[src/rtl/alta_ram4k_arbiter.sv]
// Two-requester round-robin front end for one single-port alta_ram4k (read_write mode).
// Define RAM4K_ARB_OUTREG_EN when the RAM is built with PORTA_OUTREG="yes" (read latency 2).
module alta_ram4k_arbiter #(
  parameter int DATA_WIDTH     = 16,
  parameter int ADDR_WIDTH     = 8,
  parameter int BYTE_WIDTH     = 2,
  parameter int CLEAR_ON_RESET = 1
) (
  input  logic                  Clk,
  input  logic                  Reset,
  input  logic                  ReqValid0,
  output logic                  ReqReady0,
  input  logic                  ReqWe0,
  input  logic [ADDR_WIDTH-1:0] ReqAddr0,
  input  logic [DATA_WIDTH-1:0] ReqData0,
  input  logic [BYTE_WIDTH-1:0] ReqByteEn0,
  input  logic                  ReqValid1,
  output logic                  ReqReady1,
  input  logic                  ReqWe1,
  input  logic [ADDR_WIDTH-1:0] ReqAddr1,
  input  logic [DATA_WIDTH-1:0] ReqData1,
  input  logic [BYTE_WIDTH-1:0] ReqByteEn1,
  output logic                  RspValid0,
  output logic [DATA_WIDTH-1:0] RspData0,
  output logic                  RspValid1,
  output logic [DATA_WIDTH-1:0] RspData1,
  output logic                  Busy,
  output logic [ADDR_WIDTH-1:0] RamAddress,
  output logic [DATA_WIDTH-1:0] RamDataIn,
  output logic [BYTE_WIDTH-1:0] RamByteEn,
  output logic                  RamWeRen,
  output logic                  RamClkEn,
  input  logic [DATA_WIDTH-1:0] RamDataOut
);

`ifdef RAM4K_ARB_OUTREG_EN
  localparam int READ_LAT = 2;
`else
  localparam int READ_LAT = 1;
`endif

  typedef enum logic {S_INIT, S_RUN} state_t;

  state_t                  state_q, state_d;
  logic [ADDR_WIDTH-1:0]   cnt_q, cnt_d;
  logic                    busy_q, busy_d;
  logic                    rr_q, rr_d;
  logic [READ_LAT-1:0]     tag_vld_q, tag_vld_d;
  logic [READ_LAT-1:0]     tag_id_q, tag_id_d;
  logic                    gnt0, gnt1, rd_issue, rsp_vld;

  always_comb begin
    state_d    = state_q;
    cnt_d      = cnt_q;
    busy_d     = busy_q;
    rr_d       = rr_q;
    gnt0       = 1'b0;
    gnt1       = 1'b0;
    RamAddress = '0;
    RamDataIn  = '0;
    RamByteEn  = '0;
    RamWeRen   = 1'b0;
    RamClkEn   = 1'b0;
    unique case (state_q)
      S_INIT: begin
        RamClkEn   = 1'b1;
        RamWeRen   = 1'b1;
        RamByteEn  = '1;
        RamAddress = cnt_q;
        cnt_d      = cnt_q + 1'b1;
        if (cnt_q == '1) begin
          state_d = S_RUN;
          busy_d  = 1'b0;
        end
      end
      S_RUN: begin
        // rr_q names the requester that wins a tie
        gnt0 = ReqValid0 & (~ReqValid1 | ~rr_q);
        gnt1 = ReqValid1 & (~ReqValid0 |  rr_q);
        if (gnt0) begin
          RamClkEn   = 1'b1;
          RamWeRen   = ReqWe0;
          RamAddress = ReqAddr0;
          RamDataIn  = ReqData0;
          RamByteEn  = ReqByteEn0;
          rr_d       = 1'b1;
        end else if (gnt1) begin
          RamClkEn   = 1'b1;
          RamWeRen   = ReqWe1;
          RamAddress = ReqAddr1;
          RamDataIn  = ReqData1;
          RamByteEn  = ReqByteEn1;
          rr_d       = 1'b0;
        end
      end
      default: ;
    endcase
    if (Reset) begin
      gnt0       = 1'b0;
      gnt1       = 1'b0;
      RamClkEn   = 1'b0;
      RamWeRen   = 1'b0;
      RamAddress = '0;
      RamDataIn  = '0;
      RamByteEn  = '0;
    end
    rd_issue     = (gnt0 & ~ReqWe0) | (gnt1 & ~ReqWe1);
    tag_vld_d    = '0;
    tag_id_d     = '0;
    tag_vld_d[0] = rd_issue;
    tag_id_d[0]  = gnt1;
    for (int i = 1; i < READ_LAT; i++) begin
      tag_vld_d[i] = tag_vld_q[i-1];
      tag_id_d[i]  = tag_id_q[i-1];
    end
  end

  always_ff @(posedge Clk) begin
    if (Reset) begin
      state_q   <= (CLEAR_ON_RESET != 0) ? S_INIT : S_RUN;
      cnt_q     <= '0;
      busy_q    <= (CLEAR_ON_RESET != 0);
      rr_q      <= 1'b0;
      tag_vld_q <= '0;
      tag_id_q  <= '0;
    end else begin
      state_q   <= state_d;
      cnt_q     <= cnt_d;
      busy_q    <= busy_d;
      rr_q      <= rr_d;
      tag_vld_q <= tag_vld_d;
      tag_id_q  <= tag_id_d;
    end
  end

  // Response is the RAM output steered by the oldest tag; suppressed while in reset
  assign rsp_vld   = tag_vld_q[READ_LAT-1] & ~Reset;
  assign RspValid0 = rsp_vld & ~tag_id_q[READ_LAT-1];
  assign RspValid1 = rsp_vld &  tag_id_q[READ_LAT-1];
  assign RspData0  = RspValid0 ? RamDataOut : '0;
  assign RspData1  = RspValid1 ? RamDataOut : '0;
  assign ReqReady0 = gnt0;
  assign ReqReady1 = gnt1;
  assign Busy      = busy_q;

endmodule

[config.mk]
export PLATFORM = sky130hd
export DESIGN_NAME = alta_ram4k_arbiter
export DESIGN_NICKNAME = d
export VERILOG_FILES = /design/src/rtl/alta_ram4k_arbiter.sv
export SDC_FILE = /design/constraint.sdc
export NUM_CORES = 1
export LEC_CHECK = 0
export BUFFER_PORTS_ARGS = -buffer_cell sky130_fd_sc_hd__buf_2
export CORE_ASPECT_RATIO = 1.5
export CORE_MARGIN = 1.5
export CORE_UTILIZATION = 30
export CTS_CLUSTER_DIAMETER = 200
export DETAILED_ROUTE_END_ITERATION = 8
export GPL_TIMING_DRIVEN = 0
export PLACE_DENSITY = 0.83
export SYNTH_ARGS = -nofsm -noshare
export SYNTH_HDL_FRONTEND = slang
export SYNTH_SLANG_ARGS = --single-unit
[constraint.sdc]
create_clock -name Clk -period 1.5 [get_ports Clk]
set_clock_uncertainty 0.2 [all_clocks]
set_input_delay 0.3 -clock Clk [delete_from_list [all_inputs] [get_ports Clk]]
set_output_delay 0.3 -clock Clk [all_outputs]
set_load 0.05 [all_outputs]
; ---- Word level (Yosys, flattened, before mapping)
; Index checks and enable logic that the tools add are counted.
[op_classes]
n_addsub = 1
n_eq_ne = 1
n_mux = 30
bitwise_logic = 18
reduce_logical = 3
[ops]
columns = op, count
row1 = 16-bit 2-to-1 mux, 6
row2 = 8-bit 2-to-1 mux, 3
row3 = 8-bit one-hot mux with 2 select lines, 1
row4 = 1-bit 2-to-1 mux, 14
row5 = 8-bit by 1-bit adder with 8-bit output (second input constant), 1
row6 = 8-bit equality test (second input constant), 1
row7 = 1-bit NOT, 8
row8 = 1-bit bitwise AND, 7
row9 = 2-bit 2-to-1 mux, 3
row10 = 1-bit one-hot mux with 2 select lines, 2
row11 = 2-bit one-hot mux with 2 select lines, 1
row12 = 2-bit AND reduction, 2
row13 = 1-bit OR, 3
row14 = 2-bit nonzero test, 1
[word_totals]
register_bits = 13
inputBits = 74
output_inout_bits = 65
elab_cells = 59

; ---- Depth between registers and ports, before layout
[depth]
ltp_word = 7
depth_mapped = 6
ltp_nobuf = 4

; ---- Least setup slack after synthesis
; No wires, ideal clock.
[synth_path]
path_type = input port to output port
start = input ReqValid1
end = output RamAddress[0]
t_arrival_ps = 1983
required_ps = 1000
slack_ps = -983
path_stages = 4
path_buffers = 1
cell_sequence = buf_6 -> a21boi_4 -> nand2_1 -> a311oi_1
[synth_via]
elab_chain_len = 6
word_cells_on_any_way = 8
classes_between = mux (4) / bitwise (4)
[synth_lines]
columns = item, line_no
row1 = "start, declared", 17  ; input logic ReqValid1,
row2 = 1-bit NOT, 78  ; gnt0 = ReqValid0 & (~ReqValid1 | ~rr_q);
row3 = 1-bit OR, 78
row4 = 1-bit bitwise AND, 78
row5 = 8-bit 2-to-1 mux (*), 80  ; if (gnt0) begin
row6 = 8-bit one-hot mux with 2 select lines (*), 64  ; unique case (state_q)
row7 = 8-bit 2-to-1 mux (*), 98  ; if (Reset) begin
row8 = "end, declared", 28  ; output logic [ADDR_WIDTH-1:0] RamAddress,
; Every way passes the cells marked *; elsewhere a longest branch is shown, timed or not.

; ---- Final worst setup path
[layout_path]
start = register state_q
end = output RamDataIn[15]
[layout_via]
elab_chain_len = 2
[layout_lines]
columns = item, line_no
row1 = "start, declared", 44  ; state_t state_q, state_d;
row2 = "start signal, assigned", 120  ; state_q <= (CLEAR_ON_RESET != 0) ? S_INIT : S_RUN;
row3 = "start signal, assigned", 127  ; state_q <= state_d;
row4 = 16-bit 2-to-1 mux, 64
row5 = 16-bit 2-to-1 mux, 98
row6 = "end, declared", 29  ; output logic [DATA_WIDTH-1:0] RamDataIn,
; Every way passes these cells.

==> results.ini <==
[status]
status=complete, but fails checks
violations=setup timing

[global_routing]
track_usage=0.338
antenna_found_initial=0
grt_max_degree=11
grt_pass1_wl_um=10600
grt_pass1_vias=2026
overflow=0

[route]
drc=0
via_per_inst=5.90
wl_um=9590
firstDrtPassIters=4
wl_per_cell_um=26.4
drtIter0Drc=87
ant_nets=0
via_count=2149

[die]
die_y_um=80.3
rows=27
die_w_um=54.6
start_util=0.319
ios=139
die_area_um2=4380
core-area_um2=3750

[min_path]
hold_end=tag_id_q
holdCritStartpoint=ReqValid1
min_path_type=input port to flip-flop
hold_depth=2

[sta]
worst_slew_pin_slew_ns=0.271
final_hold_viol_count=0
slew_violations=0
setup_viol=65
fmax_mhz=470
rsz0062_at_grt=true
worst_slack_ns=-0.630
slew_headroom=0.820
tns_ns=-26.98
period_needed_ns=2.13
fin_crit_sh=1.42
hold_ws_ns=0.165

[worst_setup_path]
cp_max_fo=8
r2r-end=tag_vld_q
r2r-start=state_q
endpoint_kind=output port
worst_setup_path_start_kind=flip-flop
required_ns=1.00
criticalPathCategory=flip-flop to output port
worstPathArrival_ns=1.63
reg2reg_depth=6
rrSetupSlack_ns=-0.06

[logic_synthesis]
synth_seq_cells=13
synth_area_leader_cell=dfxtp_1
syn_inst=152
synth_nets=227
synth_edf_count=0
synth_warnings=0
yosysUniqueCellTypes=34
yosys-top-cells-area=dfxtp_1 22%, and2_1 20%, a22o_1 12%, a221o_1 5.9%, buf_6 4.7%
dominantRegCellSynth=dfxtp_1
yosysSeqAreaShare=0.218
ys_async_sr_fraction=0
avgSynthCellArea_um2=7.87
syn_area_um2=1200
synth_top_area_share=0.218

[final_layout]
diodes=0
layout.nets=397
final_util=0.890
syn2layout_area_growth_pct=179
fill_cells=133
layout_commonest_cell=buf_2
layout_common_cells=72 x buf_2, 43 x buf_8, 35 x buf_6, 34 x and2_4, 15 x buf_4
seqCellArea_um2=272
drive_gt1_frac=0.829
multi_input_area_um2=1180

[pwr]
leakage_nw=1.59
p_per_area_nw_per_um2=304
ir_drop_mv=0.658

[cts]
cts_root_buf=clkbuf_8
insertion_delay_ns=0.25
htreeDepth=1
clock_sink_count=13
cts_buffers=3
cts_hold_buf=0
clk_path_buf_depth=2
clk_transition_reported_paths_ns=0.06
cts_tree=done

[placed_design]
port_buffers=137
gp_congestion=0.810
hpwl_um=3850
post-place-ws_ns=-0.595

[job]
maxCapViolations=0

-- power by group --
part	internal [mW]	switching (mW)	leakage, nW	total [mW]
clock	0.188	0.136	0.0228	0.324
combinational	0.149	0.181	1.45	0.330
sequential	0.352	0.0103	0.109	0.362
-- flip-flops by register name, indices dropped and copies added (netlist names) --
register and flops:
rr_q 1, cnt_q 8, state_q 1, Busy 1, tag_id_q 1, tag_vld_q 1
-- final cells by class --
type | instances | area share
plain buffers | 10 | 0.0528
clock buffers | 4 | 0.0135
inverters | 2 | 0.00337
multi-input cells | 124 | 0.353
flip-flops and latches | 13 | 0.0813
well taps | 43 | 0.0161
repair buffers | 168 | 0.480
-- critical path: stages (launching register included) --
cell and delay (ns):
dfxtp_4 0.37, nor2b_4 0.16, and3_4 0.26, buf_8 0.14, buf_4 0.13, a22o_2 0.16, buf_8 0.15
-- cell usage after synthesis (2+ instances only) --
master    instances
and2_1           38
a22o_1           17
dfxtp_1          13
nor2_1           12
a21oi_1          10
a221o_1           7
nand2_1           6
buf_6             5
buf_2             4
o21ai_0           4
or3_1             4
nand3_1           3
a31oi_1           2
and3_1            2
clkbuf_1          2
inv_1             2
nand4_1           2
nor2b_1           2
xor2_1            2
-- stage by stage --
| step | cells | instance area, µm² | power, mW |
|---|---|---|---|
| after floorplan | 152 | 1490 | 0.468 |
| after global placement | 332 | 2230 | 0.590 |
| after detailed placement | 332 | 2230 | 0.594 |
| after CTS | 349 | 3020 | 0.963 |
| after global routing | 364 | 3340 | 1.04 |
| final | 364 | 3340 | 1.02 |
-- cell families after synthesis --
family | Yosys count | share of synthesized area
muxes | 1 | 0.00837
and+or+nand+nor | 75 | 0.365
xor gates and xnor gates | 3 | 0.0220
adders and majority gates | 1 | 0.0105
AOI/OAI and AO/OA | 44 | 0.291
buffers and inverters | 15 | 0.0858
DFF | 13 | 0.218
-- worst max path at each step --
stage	startpoint	endpoint	cells after the start
after floorplan	rr_q	RamAddress[5]	5
after global placement	ReqValid0	RamAddress[5]	7
after detailed placement	ReqValid0	RamAddress[5]	7
after CTS	rr_q	RamAddress[5]	5
after global routing	state_q	RamDataIn[15]	6
final	state_q	RamDataIn[15]	6
-- metal layers --
layer / GRT usage / part of all wire
met1: 0.304 / 0.32
met2: 0.589 / 0.50
met3: 0.125 / 0.12
met4: 0.235 / 0.065
met5: 0 / 0
-- repair_timing --
item                                    4_1_cts  5_1_grt
hold endpoints to repair                      0        0
setup buffers                                16       13
endpoints found under the setup margin       64       70
pin swaps                                    20       20
cloned                                        0        2
resized for setup                           206       51
Power figures use the tool's default switching activity.
